==> src/rtl/astar_resp_splitter_pkg.sv <==
// Shared types for the A* response splitter: task context carried per request
// and the tracking entry held in the in-order FIFO.
package swarm;

    typedef logic [63:0] data_t;
    typedef logic [7:0]  byte_t;
    typedef logic [2:0]  subtype_t;
    typedef logic [3:0]  cq_slice_slot_t;

    typedef struct packed {
        logic [31:0] ts;
        logic [15:0] locale;
        logic [3:0]  ttype;
    } task_t;

    typedef struct packed {
        task_t          task_ctx;
        subtype_t       subtype;
        logic           mark_last;
        cq_slice_slot_t cq_slot;
        logic [7:0]     arlen;
    } astar_resp_trk_t;

endpackage

==> src/rtl/astar_resp_splitter_if.sv <==
// Request, memory read-address/read-data and output-task channels of the splitter.
interface astar_resp_splitter_if;
  import swarm::*;

  logic           req_valid;
  logic           req_ready;
  logic [31:0]    req_araddr;
  logic [7:0]     req_arlen;
  logic [2:0]     req_arsize;
  task_t          req_task;
  subtype_t       req_subtype;
  logic           req_mark_last;
  cq_slice_slot_t req_cq_slot;

  logic           mem_arvalid;
  logic           mem_arready;
  logic [31:0]    mem_araddr;
  logic [7:0]     mem_arlen;
  logic [2:0]     mem_arsize;
  logic           mem_rvalid;
  logic           mem_rready;
  logic [63:0]    mem_rdata;
  logic           mem_rlast;

  logic           out_valid;
  logic           out_ready;
  task_t          out_task;
  data_t          out_data;
  byte_t          out_word_id;
  subtype_t       out_subtype;
  cq_slice_slot_t out_cq_slot;
  logic           out_last;

  modport slave (
    input  req_valid, req_araddr, req_arlen, req_arsize, req_task, req_subtype,
           req_mark_last, req_cq_slot, mem_arready, mem_rvalid, mem_rdata, mem_rlast,
           out_ready,
    output req_ready, mem_arvalid, mem_araddr, mem_arlen, mem_arsize, mem_rready,
           out_valid, out_task, out_data, out_word_id, out_subtype, out_cq_slot, out_last
  );

  modport master (
    output req_valid, req_araddr, req_arlen, req_arsize, req_task, req_subtype,
           req_mark_last, req_cq_slot, mem_arready, mem_rvalid, mem_rdata, mem_rlast,
           out_ready,
    input  req_ready, mem_arvalid, mem_araddr, mem_arlen, mem_arsize, mem_rready,
           out_valid, out_task, out_data, out_word_id, out_subtype, out_cq_slot, out_last
  );

endinterface

==> src/rtl/astar_resp_splitter_fifo.sv <==
// Show-ahead synchronous FIFO; push is ignored when full, pop when empty.
module fifo #(
  parameter int WIDTH     = 8,
  parameter int LOG_DEPTH = 4
) (
  input  logic             clk,
  input  logic             rst,
  input  logic             push,
  input  logic [WIDTH-1:0] wdata,
  input  logic             pop,
  output logic [WIDTH-1:0] rdata,
  output logic             full,
  output logic             empty
);

  logic [WIDTH-1:0]   mem [2**LOG_DEPTH];
  logic [LOG_DEPTH:0] wr_ptr_r;
  logic [LOG_DEPTH:0] rd_ptr_r;
  logic               do_push_s;
  logic               do_pop_s;

  // Extra pointer MSB distinguishes full from empty when the indices match.
  assign empty     = (wr_ptr_r == rd_ptr_r);
  assign full      = (wr_ptr_r[LOG_DEPTH] != rd_ptr_r[LOG_DEPTH]) &&
                     (wr_ptr_r[LOG_DEPTH-1:0] == rd_ptr_r[LOG_DEPTH-1:0]);
  assign do_push_s = push & ~full;
  assign do_pop_s  = pop & ~empty;
  assign rdata     = mem[rd_ptr_r[LOG_DEPTH-1:0]];

  // Read/write pointers.
  always_ff @(posedge clk or posedge rst) begin
    if (rst) begin
      wr_ptr_r <= '0;
      rd_ptr_r <= '0;
    end else begin
      if (do_push_s) wr_ptr_r <= wr_ptr_r + {{LOG_DEPTH{1'b0}}, 1'b1};
      if (do_pop_s)  rd_ptr_r <= rd_ptr_r + {{LOG_DEPTH{1'b0}}, 1'b1};
    end
  end

  // Storage array.
  always_ff @(posedge clk) begin
    if (do_push_s) mem[wr_ptr_r[LOG_DEPTH-1:0]] <= wdata;
  end

endmodule

==> src/rtl/astar_resp_splitter.sv <==
// Forwards worker reads to memory and unrolls in-order response beats into child tasks.
// Optional statistics counters on log_output when ASTAR_RESP_STATS_EN is defined.
module astar_resp_splitter
  import swarm::*;
#(
  parameter int TILE_ID   = 0,
  parameter int LOG_DEPTH = 4
) (
  input  logic                 clk,
  input  logic                 rst,
  astar_resp_splitter_if.slave bus,
  output logic                 err_orphan,
  output logic                 err_len,
  output logic [31:0]          log_output
);

  astar_resp_trk_t push_entry_s;
  astar_resp_trk_t head_s;
  logic            trk_full_s;
  logic            trk_empty_s;
  logic            push_s;
  logic            pop_s;
  logic            beat_acc_s;
  logic            beat_ok_s;
  logic [7:0]      beat_cnt_r;
  logic            out_valid_r;
  task_t           out_task_r;
  data_t           out_data_r;
  byte_t           out_word_id_r;
  subtype_t        out_subtype_r;
  cq_slice_slot_t  out_cq_slot_r;
  logic            out_last_r;
  logic            err_orphan_r;
  logic            err_len_r;

  assign bus.mem_arvalid = bus.req_valid & ~trk_full_s;
  assign bus.req_ready   = bus.mem_arready & ~trk_full_s;
  assign bus.mem_araddr  = bus.req_araddr;
  assign bus.mem_arlen   = bus.req_arlen;
  assign bus.mem_arsize  = bus.req_arsize;
  assign push_s          = bus.req_valid & bus.req_ready;

  assign push_entry_s = '{task_ctx:  bus.req_task,   subtype: bus.req_subtype,
                          mark_last: bus.req_mark_last, cq_slot: bus.req_cq_slot,
                          arlen:     bus.req_arlen};

  assign bus.mem_rready = ~out_valid_r | bus.out_ready;
  assign beat_acc_s     = bus.mem_rvalid & bus.mem_rready;
  assign beat_ok_s      = beat_acc_s & ~trk_empty_s;
  assign pop_s          = beat_ok_s & bus.mem_rlast;

  fifo #(
    .WIDTH     ($bits(astar_resp_trk_t)),
    .LOG_DEPTH (LOG_DEPTH)
  ) TRK_FIFO (
    .clk   (clk),
    .rst   (rst),
    .push  (push_s),
    .wdata (push_entry_s),
    .pop   (pop_s),
    .rdata (head_s),
    .full  (trk_full_s),
    .empty (trk_empty_s)
  );

  // Output register, beat counter and sticky error flags.
  always_ff @(posedge clk or posedge rst) begin
    if (rst) begin
      out_valid_r   <= 1'b0;
      out_task_r    <= '0;
      out_data_r    <= '0;
      out_word_id_r <= 8'd0;
      out_subtype_r <= '0;
      out_cq_slot_r <= '0;
      out_last_r    <= 1'b0;
      beat_cnt_r    <= 8'd0;
      err_orphan_r  <= 1'b0;
      err_len_r     <= 1'b0;
    end else begin
      if (beat_acc_s && trk_empty_s) err_orphan_r <= 1'b1;
      if (beat_ok_s) begin
        out_valid_r   <= 1'b1;
        out_task_r    <= head_s.task_ctx;
        out_data_r    <= bus.mem_rdata;
        out_word_id_r <= beat_cnt_r;
        out_subtype_r <= head_s.subtype;
        out_cq_slot_r <= head_s.cq_slot;
        out_last_r    <= head_s.mark_last & bus.mem_rlast;
        // Length mismatch either way: early rlast, or arlen reached without rlast.
        if (bus.mem_rlast != (beat_cnt_r == head_s.arlen)) err_len_r <= 1'b1;
        beat_cnt_r    <= bus.mem_rlast ? 8'd0 : beat_cnt_r + 8'd1;
      end else if (bus.out_ready) begin
        out_valid_r <= 1'b0;
      end
    end
  end

  assign bus.out_valid   = out_valid_r;
  assign bus.out_task    = out_task_r;
  assign bus.out_data    = out_data_r;
  assign bus.out_word_id = out_word_id_r;
  assign bus.out_subtype = out_subtype_r;
  assign bus.out_cq_slot = out_cq_slot_r;
  assign bus.out_last    = out_last_r;
  assign err_orphan      = err_orphan_r;
  assign err_len         = err_len_r;

`ifdef ASTAR_RESP_STATS_EN
  logic [11:0] st_req_r;
  logic [11:0] st_beat_r;
  logic [7:0]  st_stall_r;

  // Saturating request / emitted-beat / stall counters.
  always_ff @(posedge clk or posedge rst) begin
    if (rst) begin
      st_req_r   <= 12'd0;
      st_beat_r  <= 12'd0;
      st_stall_r <= 8'd0;
    end else begin
      if (push_s && st_req_r != 12'hFFF)     st_req_r   <= st_req_r + 12'd1;
      if (beat_ok_s && st_beat_r != 12'hFFF) st_beat_r  <= st_beat_r + 12'd1;
      if (out_valid_r && !bus.out_ready && st_stall_r != 8'hFF)
        st_stall_r <= st_stall_r + 8'd1;
    end
  end

  assign log_output = {st_req_r, st_beat_r, st_stall_r};
`else
  assign log_output = 32'd0;
`endif

endmodule

==> src/flat_wrapper.sv <==
// flat-port wrapper written by rule: the top's interface ports become plain ports
module astar_resp_splitter_flat import swarm::*;
#(
  parameter int TILE_ID   = 0,
  parameter int LOG_DEPTH = 4
)
  (clk, rst, err_orphan, err_len, log_output, bus_req_valid, bus_req_araddr, bus_req_arlen, bus_req_arsize, bus_req_task, bus_req_subtype, bus_req_mark_last, bus_req_cq_slot, bus_mem_arready, bus_mem_rvalid, bus_mem_rdata, bus_mem_rlast, bus_out_ready, bus_req_ready, bus_mem_arvalid, bus_mem_araddr, bus_mem_arlen, bus_mem_arsize, bus_mem_rready, bus_out_valid, bus_out_task, bus_out_data, bus_out_word_id, bus_out_subtype, bus_out_cq_slot, bus_out_last);
  astar_resp_splitter_if bus_i ();
  input  logic clk;
  input  logic rst;
  output logic err_orphan;
  output logic err_len;
  output logic [31:0] log_output;
  input wire logic [$bits(bus_i.req_valid)-1:0] bus_req_valid;
  input wire logic [$bits(bus_i.req_araddr)-1:0] bus_req_araddr;
  input wire logic [$bits(bus_i.req_arlen)-1:0] bus_req_arlen;
  input wire logic [$bits(bus_i.req_arsize)-1:0] bus_req_arsize;
  input wire logic [$bits(bus_i.req_task)-1:0] bus_req_task;
  input wire logic [$bits(bus_i.req_subtype)-1:0] bus_req_subtype;
  input wire logic [$bits(bus_i.req_mark_last)-1:0] bus_req_mark_last;
  input wire logic [$bits(bus_i.req_cq_slot)-1:0] bus_req_cq_slot;
  input wire logic [$bits(bus_i.mem_arready)-1:0] bus_mem_arready;
  input wire logic [$bits(bus_i.mem_rvalid)-1:0] bus_mem_rvalid;
  input wire logic [$bits(bus_i.mem_rdata)-1:0] bus_mem_rdata;
  input wire logic [$bits(bus_i.mem_rlast)-1:0] bus_mem_rlast;
  input wire logic [$bits(bus_i.out_ready)-1:0] bus_out_ready;
  output wire logic [$bits(bus_i.req_ready)-1:0] bus_req_ready;
  output wire logic [$bits(bus_i.mem_arvalid)-1:0] bus_mem_arvalid;
  output wire logic [$bits(bus_i.mem_araddr)-1:0] bus_mem_araddr;
  output wire logic [$bits(bus_i.mem_arlen)-1:0] bus_mem_arlen;
  output wire logic [$bits(bus_i.mem_arsize)-1:0] bus_mem_arsize;
  output wire logic [$bits(bus_i.mem_rready)-1:0] bus_mem_rready;
  output wire logic [$bits(bus_i.out_valid)-1:0] bus_out_valid;
  output wire logic [$bits(bus_i.out_task)-1:0] bus_out_task;
  output wire logic [$bits(bus_i.out_data)-1:0] bus_out_data;
  output wire logic [$bits(bus_i.out_word_id)-1:0] bus_out_word_id;
  output wire logic [$bits(bus_i.out_subtype)-1:0] bus_out_subtype;
  output wire logic [$bits(bus_i.out_cq_slot)-1:0] bus_out_cq_slot;
  output wire logic [$bits(bus_i.out_last)-1:0] bus_out_last;
  assign bus_i.req_valid = bus_req_valid;
  assign bus_i.req_araddr = bus_req_araddr;
  assign bus_i.req_arlen = bus_req_arlen;
  assign bus_i.req_arsize = bus_req_arsize;
  assign bus_i.req_task = bus_req_task;
  assign bus_i.req_subtype = bus_req_subtype;
  assign bus_i.req_mark_last = bus_req_mark_last;
  assign bus_i.req_cq_slot = bus_req_cq_slot;
  assign bus_i.mem_arready = bus_mem_arready;
  assign bus_i.mem_rvalid = bus_mem_rvalid;
  assign bus_i.mem_rdata = bus_mem_rdata;
  assign bus_i.mem_rlast = bus_mem_rlast;
  assign bus_i.out_ready = bus_out_ready;
  assign bus_req_ready = bus_i.req_ready;
  assign bus_mem_arvalid = bus_i.mem_arvalid;
  assign bus_mem_araddr = bus_i.mem_araddr;
  assign bus_mem_arlen = bus_i.mem_arlen;
  assign bus_mem_arsize = bus_i.mem_arsize;
  assign bus_mem_rready = bus_i.mem_rready;
  assign bus_out_valid = bus_i.out_valid;
  assign bus_out_task = bus_i.out_task;
  assign bus_out_data = bus_i.out_data;
  assign bus_out_word_id = bus_i.out_word_id;
  assign bus_out_subtype = bus_i.out_subtype;
  assign bus_out_cq_slot = bus_i.out_cq_slot;
  assign bus_out_last = bus_i.out_last;
  astar_resp_splitter #(.TILE_ID(TILE_ID), .LOG_DEPTH(LOG_DEPTH)) u_core (.clk(clk), .rst(rst), .bus(bus_i), .err_orphan(err_orphan), .err_len(err_len), .log_output(log_output));
endmodule
==> config.mk <==
export PLATFORM = sky130hd
export DESIGN_NAME = astar_resp_splitter_flat
export DESIGN_NICKNAME = d
export VERILOG_FILES = /design/src/rtl/astar_resp_splitter_pkg.sv /design/src/rtl/astar_resp_splitter_if.sv /design/src/rtl/astar_resp_splitter_fifo.sv /design/src/rtl/astar_resp_splitter.sv /design/src/flat_wrapper.sv
export SDC_FILE = /design/constraint.sdc
export NUM_CORES = 1
export LEC_CHECK = 0
export ABC_AREA = 0
export CORE_ASPECT_RATIO = 0.6
export CORE_MARGIN = 1.5
export CORE_UTILIZATION = 50
export DETAILED_ROUTE_END_ITERATION = 8
export GPL_ROUTABILITY_DRIVEN = 0
export HOLD_SLACK_MARGIN = 0.08
export PLACE_DENSITY = 0.67
export REMOVE_ABC_BUFFERS = 1
export SYNTH_ARGS = -nofsm -noshare
export SYNTH_HDL_FRONTEND = slang
export SYNTH_SLANG_ARGS = --single-unit
==> constraint.sdc <==
create_clock -name clk -period 7.3 [get_ports clk]
set_input_delay 1.46 -clock clk [delete_from_list [all_inputs] [get_ports clk]]
set_output_delay 1.46 -clock clk [all_outputs]
set_load 0.005 [all_outputs]
# Yosys cells after proc, flatten, opt, wreduce, memory -nomap -nowiden
# Memories as Yosys holds them, arrays and structs flattened.
# Index checks and enable logic that the tools add are counted.
[totals] out_inout_bits=213 inputBits=174 register_bits=153 wordCells=45 memories=1 ramBits=1088
[mem_list] memory="u_core.TRK_FIFO.mem" words=16 width=68 rd=1 rd_clocked_by_memory_dff=0 wr=1 line="astar_resp_splitter_fifo.sv:16" source="logic [WIDTH-1:0] mem [2**LOG_DEPTH];"
[op_classes] mux=5 add_sub_neg=3 n_reduce_logical=4 n_bitwise=13 n_eq_ne=5
[ops] cell="5-bit by 1-bit adder with 5-bit output, second input constant" count=2
[ops] cell="1-bit AND" count=9
[ops] cell="8-bit by 1-bit adder with 8-bit output, second input constant" count=1
[ops] cell="8-bit == test" count=1
[ops] cell="8-bit 2-to-1 mux" count=1
[ops] cell="5-bit == test" count=1
[ops] cell="4-bit == test" count=1
[ops] cell="1-bit 2-to-1 mux" count=4
[ops] cell="1-bit NOT" count=3
[ops] cell="1-bit logical AND" count=2
[ops] cell="1-bit != test" count=2
[ops] cell="2-bit AND reduction" count=1
[ops] cell="2-bit nonzero test" count=1
[ops] cell="1-bit OR" count=1

# Depth between registers and ports, before layout
[logic_depth] depth_word=8 depth_mapped=11 depth_no_buf=7

# By module
# Synthesis repeated with hierarchy kept, for this count alone.
[unflattened] hier_cells=2598 area_unflattened_um2=48366.4
[by_module_without_submodules] mod="fifo" n_inst=1 seq_area_each_um2=32921.6 area_each_um2=42097.9 cells_per_inst=1887
[by_module_without_submodules] mod="astar_resp_splitter" n_inst=1 seq_area_each_um2=3578.4 area_each_um2=6268.5 cells_per_inst=711

# Worst setup path before layout
# No wires, ideal clock.
[synth_timing] kind="input-to-reg" from="input bus_req_valid" to="memory u_core.TRK_FIFO.mem[3][0] in the netlist's numbering, enable pin" setup_time_ns=0.578 arrival_ns=6.511 path_buffers=1 cell_stages=4 path_slack_ns=0.212 required_time_ns=6.722 path_cell_list="and3_1 -> buf_2 -> nand2_1 -> nor3_1"
[synth_via] elab_chain_len=4
[synth_lines] element="start, declared" line="flat_wrapper.sv:14" source="input wire logic [$bits(bus_i.req_valid)-1:0] bus_req_valid;"
[synth_lines] element="1-bit AND" line="astar_resp_splitter.sv:41" source="assign push_s = bus.req_valid & bus.req_ready;"
[synth_lines] element="1-bit AND" line="astar_resp_splitter_fifo.sv:26" source="assign do_push_s = push & ~full;"
[synth_lines] element="1-bit 2-to-1 mux" line="astar_resp_splitter_fifo.sv:43" source="if (do_push_s) mem[wr_ptr_r[LOG_DEPTH-1:0]] <= wdata;"
[synth_lines] element="1-bit 2-to-1 mux (implied by the code)" line="astar_resp_splitter_fifo.sv:43"
[synth_lines] element="end, declared" line="astar_resp_splitter_fifo.sv:16"
# No other way between the ends.

# Worst setup path after layout
[layout_timing] from="register u_core.TRK_FIFO.rd_ptr_r[0]" to="output bus_req_ready"
[layout_via] elab_chain_len=4
[layout_lines] element="start, declared" line="astar_resp_splitter_fifo.sv:18" source="logic [LOG_DEPTH:0] rd_ptr_r;"
[layout_lines] element="start signal, assigned" line="astar_resp_splitter_fifo.sv:37" source="if (do_pop_s) rd_ptr_r <= rd_ptr_r + {{LOG_DEPTH{1'b0}}, 1'b1};"
[layout_lines] element="4-bit == test" line="astar_resp_splitter_fifo.sv:25" source="(wr_ptr_r[LOG_DEPTH-1:0] == rd_ptr_r[LOG_DEPTH-1:0]);"
[layout_lines] element="1-bit logical AND" line="astar_resp_splitter_fifo.sv:24" source="assign full = (wr_ptr_r[LOG_DEPTH] != rd_ptr_r[LOG_DEPTH]) &&"
[layout_lines] element="1-bit NOT" line="astar_resp_splitter.sv:37" source="assign bus.req_ready = bus.mem_arready & ~trk_full_s;"
[layout_lines] element="1-bit AND" line="astar_resp_splitter.sv:37"
[layout_lines] element="end, declared" line="flat_wrapper.sv:27" source="output wire logic [$bits(bus_i.req_ready)-1:0] bus_req_ready;"
# No other way between the ends.

==> insert_results.sql <==
INSERT INTO impl_metrics (metric_group, metric, value, unit) VALUES
('clocking', 'clock_tree.htree_level_count', '3', ''),
('finish', 'number_of_nets_at_the_end_of_the_flow', '2785', ''),
('finish', 'layout-area-overhead-vs-synth', '15.7', '%'),
('clocking', 'clk-insertion-delay-late', '0.70', 'ns'),
('clocking', 'ctsRootBufferMaster', 'sky130_fd_sc_hd__clkbuf_16', ''),
('die', 'die_h', '242', 'um'),
('sta', 'fmax', '215', 'MHz'),
('global_route', 'first_global_vias', '23500', ''),
('synthesis', 'area_of_the_mapped_netlist', '0.0476', 'mm2'),
('synthesis', 'fraction_of_registers_with_async_set_reset', '0.123', ''),
('sta', 'finalHoldViolCount', '0', ''),
('sta', 'slew_viol_final', '0', ''),
('clocking', 'post-cts-setup-buffers', '0', ''),
('synthesis', 'yosysUniqueCellTypes', '49', ''),
('global_route', 'grt_first_pass_wirelength', '155', 'mm'),
('setup_path', 'rr_worst_depth', '7', ''),
('synthesis', 'synth_top_area_share', '0.686', ''),
('clocking', 'clock_path_buffers', '3', ''),
('routing', 'drtAntennaViolNets', '0', ''),
('global_route', 'grt_max_degree', '144', ''),
('sta', 'slew-limit-headroom', '0.143', ''),
('setup_path', 'critPathLaunchType', 'register', ''),
('sta', 'grt_setup_unrepaired', 'no', ''),
('routing', 'detailedRoute.firstIterationViolations', '2023', ''),
('setup_path', 'worst-endpoint-required', '5.84', 'ns'),
('synthesis', 'synthFlopType', 'sky130_fd_sc_hd__edfxtp_1', ''),
('clocking', 'cts_tree', 'done', ''),
('synthesis', 'seq_area_frac_synth', '0.767', ''),
('global_route', 'grt_antenna_before_repair', '4', ''),
('routing', 'drc', '0', ''),
('clocking', 'clock-sinks', '1241', ''),
('clocking', 'cts.hold.buffers_added', '0', ''),
('outcome', 'run_status', 'complete, no violations', ''),
('routing', 'postRouteWirelength', '103', 'mm'),
('global_route', 'grt-ovfl-total', '0', ''),
('global_route', 'groute.usage.overall', '0.215', ''),
('sta', 'final_critical_path_setup_slack', '2.66', 'ns'),
('clocking', 'cts_inserted_buffers', '109', ''),
('placement', 'port_buffers', '284', ''),
('setup_path', 'critPathArrivalTime', '3.18', 'ns'),
('sta', 'worst-slew-pin-transition', '1.28', 'ns'),
('routing', 'detail_route.first_pass.iterations', '7', ''),
('min_path', 'hp-class', 'reg2reg', ''),
('clocking', 'worst_setup_hold_path_clk_slew', '0.06', 'ns'),
('power_and_ir_drop', 'peakVddDrop', '388', 'uV'),
('routing', 'vias', '22900', ''),
('min_path', 'worstHoldPathCells', '2', ''),
('die', 'initial_core_util', '0.506', ''),
('clocking', 'quantity_of_gates_resized_following_cts', '0', ''),
('sta', 'report.final.setup_viol', '0', ''),
('placement', 'place.detailed.hpwl', '57.8', 'mm'),
('power_and_ir_drop', 'p_leak', '18.5', 'nW'),
('power_and_ir_drop', 'pwr_density_cell', '367', 'mW/mm2'),
('die', 'die_area', '0.0971', 'mm2'),
('power_and_ir_drop', 'design_power_total', '0.0202', 'W'),
('sta', 'min_period_over_period', '0.636', ''),
('synthesis', 'yosys_register_bits', '1241', ''),
('routing', 'detail_route.wl_per_cell', '26.0', 'um'),
('job', 'cap_viol_max_count', '0', ''),
('synthesis', 'synth-edff-count', '1088', ''),
('placement', 'post-place-ws', '2.46', 'ns'),
('synthesis', 'average_cell_area_after_synthesis', '20.4', 'um2'),
('setup_path', 'critical_setup_path_class', 'reg2out', ''),
('synthesis', 'synth.largest_area_cell', 'sky130_fd_sc_hd__edfxtp_1', ''),
('synthesis', 'post_synth_main_area_contributors', 'sky130_fd_sc_hd__edfxtp_1 69%, sky130_fd_sc_hd__mux4_2 15%, sky130_fd_sc_hd__dfrtp_1 8.0%, sky130_fd_sc_hd__nand2_1 3.2%, sky130_fd_sc_hd__buf_4 1.3%', ''),
('setup_path', 'critical_path.endpoint_type', 'output port', ''),
('die', 'placeableCoreArea', '0.0942', 'mm2'),
('routing', 'routed_via_density', '5.80', ''),
('synthesis', 'gate_count_of_the_mapped_netlist', '2332', ''),
('die', 'placementRows', '87', ''),
('sta', 'finalClockSkew', '0.0297', 'ns'),
('die', 'ioPinCount', '387', ''),
('synthesis', 'yosysWarnings', '0', ''),
('die', 'horiz_die_dim', '401', 'um'),
('setup_path', 'crit_path_max_fanout', '41', ''),
('finish', 'drive_above_1_share', '0.207', ''),
('sta', 'finalSetupTns', '0', 'ns'),
('sta', 'finalWorstPathRequiredPeriod', '4.64', 'ns');
flip-flops by register name (all words and copies together) (netlist names):
name	flops
u_core.TRK_FIFO.mem	1088
u_core.TRK_FIFO.rd_ptr_r	5
u_core.TRK_FIFO.wr_ptr_r	5
u_core.beat_cnt_r	8
u_core.bus.out_cq_slot	4
u_core.bus.out_data	64
u_core.bus.out_last	1
u_core.bus.out_subtype	3
u_core.bus.out_task	52
u_core.bus.out_valid	1
u_core.bus.out_word_id	8
u_core.err_len	1
u_core.err_orphan	1
kinds of logic (layout without fill, tap and decap cells):
group / after synthesis / count (layout) / share of synthesized area
compound gates: 47 / 47 / 0.00662
fa+ha+maj: 6 / 6 / 0.00158
xor+xnor: 17 / 17 / 0.00313
other cells: 1 / 33 / 0.0000788
buf+inv: 195 / 530 / 0.0235
flops: 1241 / 1241 / 0.767
simple gates: 471 / 471 / 0.0398
mux: 354 / 354 / 0.159
Yosys cell counts (all sizes together), types with 6 or more instances:
| cell | number |
|---|---|
| mux4 | 318 |
| a22oi | 6 |
| clkbuf | 53 |
| ha | 6 |
| buf | 137 |
| nor4 | 6 |
| dfrtp | 153 |
| nand2 | 408 |
| o21ai | 15 |
| nand3 | 6 |
| mux2 | 21 |
| xnor2 | 10 |
| nor2 | 18 |
| o22ai | 11 |
| mux2i | 15 |
| edfxtp | 1088 |
| xor2 | 7 |
| and3 | 6 |
placed cells by master (no fill, tap or decap), types with 14 or more instances in the layout:
master	n
sky130_fd_sc_hd__buf_4	31
sky130_fd_sc_hd__clkbuf_1	30
sky130_fd_sc_hd__clkbuf_16	112
sky130_fd_sc_hd__clkbuf_8	14
sky130_fd_sc_hd__clkdlybuf4s50_1	284
sky130_fd_sc_hd__clkinv_1	19
sky130_fd_sc_hd__conb_1	32
sky130_fd_sc_hd__dfrtp_1	149
sky130_fd_sc_hd__edfxtp_1	1088
sky130_fd_sc_hd__mux2_2	20
sky130_fd_sc_hd__mux2i_1	15
sky130_fd_sc_hd__mux4_2	318
sky130_fd_sc_hd__nand2_1	408
critical path: stages (launching register included):
cell	delay, ns
sky130_fd_sc_hd__dfrtp_4	0.93
sky130_fd_sc_hd__xor2_1	0.13
sky130_fd_sc_hd__nor4_1	0.59
sky130_fd_sc_hd__nand2b_1	0.18
sky130_fd_sc_hd__and2_1	0.20
sky130_fd_sc_hd__clkdlybuf4s50_1	0.43
final cells by class:
cell class	count	area, um2
sequential	1241	36500
antenna	1	2.50
inverter	5	26.3
tap	1246	1560
fill	6706	39100
clock inverter	48	464
multi-input combinational	927	10200
timing repair buffer	321	3200
clock buffer	156	3110
per-layer routing:
layer  track usage  up-vias  part of all wire
met3        0.0373      110             0.065
met5       0.00292        -           0.00014
met2         0.321      815              0.46
met1         0.335    12200              0.46
met4        0.0444        2             0.014
li1              -     9696                 -
path summary, 6_finish.rpt:
| path | from | endpoint | slack [ns] |
|---|---|---|---|
| max in group asynchronous | rst | u_core.TRK_FIFO.rd_ptr_r[3]$_DFFE_PP0P_ | 4.63 |
| worst max register to register | u_core.TRK_FIFO.rd_ptr_r[0]$_DFFE_PP0P_ | u_core.TRK_FIFO.mem[5][23]$_DFFE_PP_ | 3.02 |
| min in group asynchronous | rst | u_core.bus.out_data[60]$_DFFE_PP0P_ | 1.27 |
| worst min-delay path | u_core.bus.out_subtype[1]$_DFFE_PP0P_ | u_core.bus.out_subtype[1]$_DFFE_PP0P_ | 0.47 |
| worst max-delay path | u_core.TRK_FIFO.rd_ptr_r[0]$_DFFE_PP0P_ | bus_req_ready | 2.66 |
| worst min register to register | u_core.bus.out_subtype[1]$_DFFE_PP0P_ | u_core.bus.out_subtype[1]$_DFFE_PP0P_ | 0.47 |
power breakdown:
group          internal, W  switching [W]  total, W
Combinational      0.00291        0.00261   0.00553
Sequential         0.00844       0.000506   0.00894
Clock              0.00324        0.00249   0.00573
per-stage QoR:
step	hold WS [ns]	area, um2	utilization	cells
2_1_floorplan	0.460	46600	-	2173
3_3_place_gp	0.453	51500	0.547	3740
3_5_place_dp	0.463	51500	0.547	3740
4_1_cts	0.482	55100	0.585	3944
5_1_grt	0.495	55100	0.585	3945
6_report	0.474	55100	0.585	3945
(Power assumes the default switching activity.)
